### config.mk
export PLATFORM = sky130hd
export DESIGN_NAME = rv32_bus_fabric
export DESIGN_NICKNAME = d
export VERILOG_FILES = /design/src/rtl/rv32_fabric_pkg.sv /design/src/rtl/rv32_addr_decode.sv /design/src/rtl/rv32_bus_fabric.sv
export SDC_FILE = /design/constraint.sdc
export NUM_CORES = 1
export LEC_CHECK = 0
export BUFFER_PORTS_ARGS = -buffer_cell sky130_fd_sc_hd__buf_2
export CAP_MARGIN = 10
export CELL_PAD_IN_SITES_DETAIL_PLACEMENT = 1
export CELL_PAD_IN_SITES_GLOBAL_PLACEMENT = 1
export CORE_ASPECT_RATIO = 0.7
export CORE_MARGIN = 5
export CORE_UTILIZATION = 29
export DETAILED_ROUTE_END_ITERATION = 10
export GPL_TIMING_DRIVEN = 0
export HOLD_SLACK_MARGIN = 0.02
export PLACE_DENSITY_LB_ADDON = 0.12
export SETUP_SLACK_MARGIN = 0.5
export SYNTH_ARGS = -nofsm -noshare
export SYNTH_HDL_FRONTEND = slang
export SYNTH_HIERARCHICAL = 1
export SYNTH_SLANG_ARGS = --single-unit
### constraint.sdc
create_clock -name clk -period 1.7 [get_ports clk]
set_input_delay 0.085 -clock clk [delete_from_list [all_inputs] [get_ports clk]]
set_output_delay 0.085 -clock clk [all_outputs]
set_load 0.005 [all_outputs]
### src/rtl/rv32_fabric_pkg.sv
// Shared types and constants for the rv32 bus fabric and its address decoder.
package rv32_fabric_pkg;

   typedef logic [1:0] fabric_state_t;

   localparam fabric_state_t ST_IDLE = 2'd0;
   localparam fabric_state_t ST_REQ  = 2'd1;
   localparam fabric_state_t ST_RESP = 2'd2;

   localparam logic FAULT_MISS    = 1'b0;
   localparam logic FAULT_TIMEOUT = 1'b1;

   localparam logic [31:0] DEFAULT_ERR_RDATA = 32'hDEADBEEF;
   localparam int          TIMEOUT_W         = 16;

endpackage

### src/rtl/rv32_addr_decode.sv
// Combinational range decoder: inclusive unsigned base/last compare, lowest slave index wins.
module rv32_addr_decode #(
   parameter int                     N_SLAVES    = 4,
   parameter logic [64*N_SLAVES-1:0] ADDR_RANGES = {N_SLAVES{64'h0}}
) (
   input  logic [31:0]         addr,
   output logic [N_SLAVES-1:0] sel,
   output logic                hit
);

   // Slave 0 owns the most-significant pair and select bit, so scan from the top bit down.
   always_comb begin
      sel = '0;
      hit = 1'b0;
      for (int j = N_SLAVES - 1; j >= 0; j--) begin
         if (!hit && (addr >= ADDR_RANGES[64*j+32 +: 32]) && (addr <= ADDR_RANGES[64*j +: 32])) begin
            sel[j] = 1'b1;
            hit    = 1'b1;
         end
      end
   end

endmodule

### src/rtl/rv32_bus_fabric.sv
// picorv32 native-port fabric: one registered transaction at a time to N range-decoded slaves.
// Optional feature macro RV32_FABRIC_TIMEOUT_EN builds the REQ timeout/abort path.
module rv32_bus_fabric
   import rv32_fabric_pkg::*;
#(
   parameter int                     N_SLAVES       = 4,
   parameter logic [64*N_SLAVES-1:0] ADDR_RANGES    = {N_SLAVES{64'h0}},
   parameter int                     TIMEOUT_CYCLES = 255,
   parameter logic [31:0]            ERR_RDATA      = DEFAULT_ERR_RDATA
) (
   input  logic                   clk,
   input  logic                   reset_n,
   input  logic                   m_valid,
   output logic                   m_ready,
   input  logic [31:0]            m_addr,
   input  logic [31:0]            m_wdata,
   input  logic [3:0]             m_wstrb,
   output logic [31:0]            m_rdata,
   output logic [N_SLAVES-1:0]    s_valid,
   input  logic [N_SLAVES-1:0]    s_ready,
   input  logic [32*N_SLAVES-1:0] s_rdata,
   output logic [31:0]            s_addr,
   output logic [31:0]            s_wdata,
   output logic [3:0]             s_wstrb,
   output logic                   fault_valid,
   output logic                   fault_kind,
   output logic [31:0]            fault_addr,
   input  logic                   fault_clear
);

   fabric_state_t       state;
   logic [N_SLAVES-1:0] dec_sel;
   logic [N_SLAVES-1:0] sel_q;
   logic                dec_hit;
   logic                sel_ready;
   logic [31:0]         sel_rdata;
   logic                miss_hit;
   logic                timeout_hit;

   rv32_addr_decode #(
      .N_SLAVES    (N_SLAVES),
      .ADDR_RANGES (ADDR_RANGES)
   ) u_decode (
      .addr (m_addr),
      .sel  (dec_sel),
      .hit  (dec_hit)
   );

   always_comb begin
      sel_rdata = '0;
      for (int j = 0; j < N_SLAVES; j++) begin
         if (sel_q[j]) sel_rdata = sel_rdata | s_rdata[32*j +: 32];
      end
   end

   assign sel_ready = |(s_ready & sel_q);
   assign s_valid   = (state == ST_REQ) ? sel_q : '0;
   assign m_ready   = (state == ST_RESP);
   assign miss_hit  = (state == ST_IDLE) && m_valid && !dec_hit;

`ifdef RV32_FABRIC_TIMEOUT_EN
   localparam logic [TIMEOUT_W-1:0] TIMEOUT_LAST = TIMEOUT_W'(TIMEOUT_CYCLES - 1);
   logic [TIMEOUT_W-1:0] wait_cnt;
   logic                 fault_kind_q;

   // The count would reach TIMEOUT_CYCLES on this edge; a simultaneous s_ready still wins.
   assign timeout_hit = (state == ST_REQ) && !sel_ready && (wait_cnt == TIMEOUT_LAST);
   assign fault_kind  = fault_kind_q;

   always_ff @(posedge clk) begin
      if (!reset_n || state != ST_REQ) wait_cnt <= '0;
      else if (!sel_ready)             wait_cnt <= wait_cnt + 1'b1;
   end
`else
   logic [TIMEOUT_W-1:0] unused_timeout_cfg;

   assign unused_timeout_cfg = TIMEOUT_W'(TIMEOUT_CYCLES);
   assign timeout_hit        = 1'b0;
   assign fault_kind         = FAULT_MISS;
`endif

   always_ff @(posedge clk) begin
      if (!reset_n) begin
         state   <= ST_IDLE;
         sel_q   <= '0;
         m_rdata <= '0;
         s_addr  <= '0;
         s_wdata <= '0;
         s_wstrb <= '0;
      end else begin
         case (state)
            ST_IDLE: begin
               if (m_valid) begin
                  s_addr  <= m_addr;
                  s_wdata <= m_wdata;
                  s_wstrb <= m_wstrb;
                  sel_q   <= dec_sel;
                  if (dec_hit) begin
                     state <= ST_REQ;
                  end else begin
                     m_rdata <= ERR_RDATA;
                     state   <= ST_RESP;
                  end
               end
            end
            ST_REQ: begin
               if (sel_ready) begin
                  m_rdata <= sel_rdata;
                  state   <= ST_RESP;
               end else if (timeout_hit) begin
                  m_rdata <= ERR_RDATA;
                  state   <= ST_RESP;
               end
            end
            ST_RESP: state <= ST_IDLE;
            default: state <= ST_IDLE;
         endcase
      end
   end

   // A fault arriving with fault_clear is latched even if an older fault is still pending.
   always_ff @(posedge clk) begin
      if (!reset_n) begin
         fault_valid <= 1'b0;
         fault_addr  <= '0;
`ifdef RV32_FABRIC_TIMEOUT_EN
         fault_kind_q <= FAULT_MISS;
`endif
      end else if ((miss_hit || timeout_hit) && (!fault_valid || fault_clear)) begin
         fault_valid <= 1'b1;
         fault_addr  <= miss_hit ? m_addr : s_addr;
`ifdef RV32_FABRIC_TIMEOUT_EN
         fault_kind_q <= miss_hit ? FAULT_MISS : FAULT_TIMEOUT;
`endif
      end else if (fault_clear) begin
         fault_valid <= 1'b0;
      end
   end

endmodule

Yosys cells after proc, flatten, opt, wreduce, memory -nomap -nowiden
Cells that the tools add are included.

Reductions and logical operators: 23. Equal/unequal tests: 5. $lt $le $gt $ge: 2. Bitwise gates (word level): 4. Multiplexer cells: 23.

Operators with widths (count): 2-to-1 mux 32 bit (8); OR 32 bit (3); one-hot mux 32 bit (2 select lines) (1); greater-or-equal comparator 32 x 1 -> 1 bit, second input constant (1); less-or-equal comparator 32 x 1 -> 1 bit, second input constant (1); logical AND 1 bit (10); 2-to-1 mux 1 bit (9); 2-to-1 mux 2 bit (3); inequality test 2 bit, second input constant (3); zero test 1 bit (5); AND 4 bit (1); 2-to-1 mux 4 bit (1); one-hot mux 2 bit (2 select lines) (1); AND reduction 2 bit (2); AND reduction 4 bit (1); nonzero test 2 bit (2); OR reduction 4 bit (1); equality test 2 x 1 -> 1 bit, second input constant (1); equality test 2 bit, second input constant (1); zero test 2 bit (1); logical OR 1 bit (1).

Bits in registers: 139. Word-level logic and storage cells: 65. Output and inout port bits: 139.

Depth between registers and ports, before layout
Depth in word-level cells: 19. Depth in mapped cells: 9. Mapped depth without buffers: 7.

Cells and area by module
The synthesis kept the hierarchy.

By module, submodules not included: rv32_bus_fabric (times used 1, cells an instance 661, area each 5461.5 sq um, sequential area each 2782.7 sq um); rv32_addr_decode (times used 1, cells an instance 16, area each 106.4 sq um, sequential area each 0.0 sq um).

Least setup slack after synthesis
No wires, ideal clock.

Path type: input-to-reg. Start: in m_addr[27]. End: reg fault_addr[10]. Stages: 8. Data required time: 1.630 ns. Path buffers: 1. Library setup time: 0.070 ns. Setup slack: 0.213 ns. Arrival time: 1.417 ns. Cell sequence: nor4_1 nand4_1 nor2_1 nor4b_4 nand2_1 clkbuf_1 nand2_1 a21oi_1.

Word-level cells in the longest chain between the ends: 18. Elaborated cells on any way between the ends: 20. Those cells by class: order compare (2); mux (5); reduce/logical (13).

Ends and longest elaborated chain: start, declared (RTL line rv32_bus_fabric.sv:15) `input logic [31:0] m_addr,`; greater-or-equal comparator 32 x 1 -> 1 bit / less-or-equal comparator 32 x 1 -> 1 bit (equally long branches) (RTL line rv32_addr_decode.sv:16) `if (!hit && (addr >= ADDR_RANGES[64*j+32 +: 32]) && (addr <= ADDR_RANGES[64*j +: 32])) begin`; logical AND 1 bit (RTL line rv32_addr_decode.sv:16); 2-to-1 mux 1 bit (RTL line rv32_addr_decode.sv:16); zero test 1 bit (RTL line rv32_addr_decode.sv:16); logical AND 1 bit (2 in a row) (RTL line rv32_addr_decode.sv:16); 2-to-1 mux 1 bit (RTL line rv32_addr_decode.sv:16); zero test 1 bit (RTL line rv32_addr_decode.sv:16); logical AND 1 bit (2 in a row) (RTL line rv32_addr_decode.sv:16); 2-to-1 mux 1 bit (RTL line rv32_addr_decode.sv:16); zero test 1 bit (RTL line rv32_addr_decode.sv:16); logical AND 1 bit (2 in a row) (RTL line rv32_addr_decode.sv:16); 2-to-1 mux 1 bit (*) (RTL line rv32_addr_decode.sv:16); via dec_hit (RTL line rv32_bus_fabric.sv:34) `logic dec_hit;`; zero test 1 bit (*) (RTL line rv32_bus_fabric.sv:59) `assign miss_hit = (state == ST_IDLE) && m_valid && !dec_hit;`; logical AND 1 bit (*) (RTL line rv32_bus_fabric.sv:59); 2-to-1 mux 32 bit / logical AND 1 bit (equally long branches) (RTL line rv32_bus_fabric.sv:131, rv32_bus_fabric.sv:129); end signal, assigned (RTL line rv32_bus_fabric.sv:131) `fault_addr <= miss_hit ? m_addr : s_addr;`; end, declared (RTL line rv32_bus_fabric.sv:27) `output logic [31:0] fault_addr,`.

Mark *: on every way through the listed nets, which the timed path passes. The rest lies on a longest branch. A chain may end at the register's enable or synchronous reset.

Worst setup path in the final report
Start: reg state[1]. End: reg m_rdata[21].

Word-level cells in the longest chain between the ends: 3. Elaborated cells on any way between the ends: 8. Those cells by class: eq/ne (4); mux (1); reduce/logical (3).

Ends and longest elaborated chain: start, declared (RTL line rv32_bus_fabric.sv:31) `fabric_state_t state;`; start signal, assigned (RTL line rv32_bus_fabric.sv:84) `state <= ST_IDLE;`; start signal, assigned (RTL line rv32_bus_fabric.sv:99) `state <= ST_REQ;`; start signal, assigned (RTL line rv32_bus_fabric.sv:102) `state <= ST_RESP;`; equality test 2 x 1 -> 1 bit / zero test 2 bit (equally long branches) (RTL line rv32_bus_fabric.sv:91) `case (state)`; inequality test 2 bit (no source line) / nonzero test 2 bit (equally long branches); AND reduction 4 bit (no source line); end signal, assigned (RTL line rv32_bus_fabric.sv:108) `m_rdata <= sel_rdata;`; end, declared (RTL line rv32_bus_fabric.sv:18) `output logic [31:0] m_rdata,`.

Parallel ways exist; a longest one is shown, timed or not.

==> key figures <==
Outcome
  • Status: finished clean

Die
  • Die footprint: 0.02212 sq mm
  • DIE HEIGHT: 125.9 um
  • Die width: 175.6 um
  • Core Rows: 42
  • Area of the core: 0.01887 sq mm
  • Initial core utilization: 0.2951
  • I/O pin total: 343

Flow run
  • Max Cap Viol: 0

GRT
  • Vias in the first global route: 7533
  • GR Overflow Total: 0
  • Largest net degree at the start of global routing: 17
  • Antenna violations before repair: 0
  • First-pass GRT wire length: 42.70 mm
  • GR Util All Layers: 0.2434

Synthesis
  • Yosys warns: 6
  • Yosys reg bits: 139
  • Share of the synthesized area in the top cell type: 0.4998
  • Yosys cell types: 28
  • Synth async-reset ratio: 0
  • Gate Count Post-Synth: 677
  • Top cells by count, synth: nand2_1, dfxtp_1, a21oi_1
  • Post-synthesis sequential area ratio: 0.4998
  • Synth top area cells: dfxtp_1, nand2_1, a21oi_1, a221oi_1, a22o_1
  • Average size of a mapped cell: 8.224 sq um
  • Synth Flop Type: dfxtp_1
  • Synth area leader: dfxtp_1
  • Post-synth EDFFs: 0
  • Mapped cell area: 0.005568 sq mm
  • Top-count cell post-synth: nand2_1

Routing
  • Final ANT Viol Nets: 0
  • Via count: 7136
  • Drt total wl: 29.17 mm
  • Avg Vias per Cell: 5.011
  • Drt wl/cell: 20.49 um
  • DR DRC count: 0
  • Initial drt markers: 283
  • DR pass1 iterations: 5

Timing
  • Fmax: 632.4 MHz
  • Worst slew margin: 0.5057
  • Final Cycle Share: 0.9301
  • Least-Margin Pin Slew: 0.7415 ns
  • Minimum clock period: 1.581 ns
  • Slew Limit Fails: 0
  • Final worst slack: 0.1188 ns
  • Endpoints failing hold: 0
  • RSZ-0062 raised after global routing: yes
  • Clock skew: 0.01281 ns
  • Setup violators final: 0
  • Hold WS: 0.04660 ns

Setup path
  • CP Data Required Time: 2.02 ns
  • Worst stage delay on the critical path: 0.36 ns
  • Slowest CP cell: dfxtp_4
  • Reg2reg start: state[1]$_SDFFE_PN0P_
  • Worst setup SP type: register
  • WS Path Type: register to register
  • Worst path bufs/invs: 2
  • Maximum fanout along the worst path: 7
  • Crit. End Element: register
  • CP arrival: 1.90 ns
  • Sequence of cells on the critical path: and2b_4, a21boi_4, buf_12, buf_8, nor3_2, a211oi_2
  • Worst reg2reg endpoint: m_rdata[21]$_SDFFE_PN0P_
  • R2R Setup Slk: 0.12 ns
  • CP delay by family, top: compound AO/OA/AOI/OAI gates
  • Worst Reg2Reg Path Length in Cells: 6

Min path
  • Min-delay src: s_rdata[111]
  • Hold path cells: 3
  • Worst Hold Class: input port to register
  • Worst Hold Endpoint: m_rdata[15]$_SDFFE_PN0P_

Placement
  • Dpl cells: 1262
  • Hpwl dp: 19.03 mm
  • GP Congestion: 0.8434
  • Pre-CTS setup slack: -0.4679 ns
  • IO buf count: 341
  • Placed cell areas: 0.007692 sq mm

Pwr
  • P_leak: 4.972 nW
  • Sw Pwr: 2.545 mW
  • Internal power: 6.716 mW
  • Seq pwr share: 0.386
  • Peak supply drop: 0.0004365 V
  • Overall power: 9.262 mW
  • Pwr Density: 853.6 mW/mm^2
  • Comb power frac: 0.200
  • Sw Share: 0.2748
  • Clock power frac: 0.414

Clock tree
  • H-Tree Level Count: 4
  • Worst-skew pair later-pin latency: 0.42 ns
  • Clock tree buffer depth: 2
  • Reg clk slew, reported paths: 0.06 ns
  • CTS Buf Count: 17
  • Clk sinks: 139
  • Root buffer cell: clkbuf_16
  • TritonCTS clock tree: built

Layout
  • Final instance area: 0.01085 sq mm
  • Final cell count without fillers: 1424
  • Fillers: 2204
  • Area Overhead vs Synth: 94.88%
  • Layout Nets: 1373
  • Ant. Diodes: 0
  • Share of layout cells above drive strength 1: 0.5203
-- placed cells by master (no fill, tap or decap), types with 3 or more instances in the layout --
cell,count
buf_6,21
dfxtp_1,133
a21oi_1,80
buf_8,10
a22o_1,32
clkbuf_2,4
bufinv_16,3
nor2_1,5
inv_6,3
conb_1,4
buf_4,30
clkbuf_4,9
nor3_1,3
nor3_4,8
buf_12,11
buf_2,340
dfxtp_2,4
nand4_1,3
nand2_4,28
nor4_4,5
nor4_2,3
nor3_2,13
clkinvlp_4,3
and2_4,5
a211oi_1,14
a211oi_2,10
nand2_1,170
a221oi_2,19
dlygate4sd3_1,84
a221oi_1,13
clkbuf_16,24
a21oi_2,25
clkbuf_1,16
nand2_2,11
clkbuf_8,3
o2bb2ai_2,6
-- timing repair --
item,CTS,global route
hold buffers,84,0
endpoints found under the hold margin,108,0
endpoints found under the setup margin,142,143
pin swaps,25,39
setup buffers,25,12
gates resized for setup,166,135
gates cloned,8,1
-- worst max-delay path by stage --
stage / from / end / cells after the start
3_3_place_gp: m_addr[26] / fault_addr[26]$_SDFFE_PN0P_ / 9
2_1_floorplan: m_addr[6] / fault_addr[10]$_SDFFE_PN0P_ / 9
4_1_cts: sel_q[2]$_SDFFE_PN0N_ / s_valid[2] / 5
5_1_grt: sel_q[0]$_SDFFE_PN0N_ / m_rdata[31]$_SDFFE_PN0P_ / 7
6_report: state[1]$_SDFFE_PN0P_ / m_rdata[21]$_SDFFE_PN0P_ / 6
3_5_place_dp: m_addr[26] / fault_addr[18]$_SDFFE_PN0P_ / 9
-- stage by stage --
stage | utilization | TNS (ns)
finish | 0.5751 | 0
global placement | 0.4077 | -21.74
global route | 0.5751 | 0
CTS | 0.5400 | 0
detailed placement | 0.4077 | -21.75
floorplan | - | 0
-- sequential cells by signal (all words and copies together) (netlist names) --
register and flops:
s_wdata 32, s_wstrb 4, state 2, fault_addr 32, sel_q 4, s_addr 32, m_rdata 32, fault_valid 1
-- power groups by stage --
stage,clock network [mW],registers (mW),logic (mW)
6_report,3.83,3.58,1.85
2_1_floorplan,0,3.63,0.516
4_1_cts,3.88,3.56,1.64
3_3_place_gp,0,3.61,1.20
3_5_place_dp,0,3.62,1.21
5_1_grt,4.03,3.60,1.99
-- metal layers --
layer	part of all wire	GRT usage	up-vias	wire length (um)
li1	-	-	3389	-
met1	0.43	0.3098	3476	12490
met2	0.50	0.4169	247	14570
met3	0.061	0.06381	24	1777
met4	0.011	0.05408	0	333
met5	0	0	-	0
-- area by class of cell --
type	count	area (sq um)	area share
buffer	64	674.4	0.06215
timing repair buffer	471	3112	0.2868
clock buffer	19	432.9	0.03990
tap	242	302.8	0.02791
inverter	2	7.507	0.0006919
clock inverter	13	166.4	0.01534
multi-input combinational	474	3359	0.3096
sequential	139	2795	0.2576
-- kinds of logic (layout without fill, tap and decap cells) --
kind of cell / count (synthesis) / in the layout / synth area share
compound gates: 206 / 206 / 0.2472
flops: 139 / 139 / 0.4998
other cells: 2 / 4 / 0.001349
simple gates: 264 / 264 / 0.1982
buf+inv: 66 / 569 / 0.05348
-- tightest hold or removal path, cell delays in order --
cell and delay (ns):
buf_2 0.08, a221oi_2 0.05, a211oi_2 0.19
(Power assumes the default switching activity.)
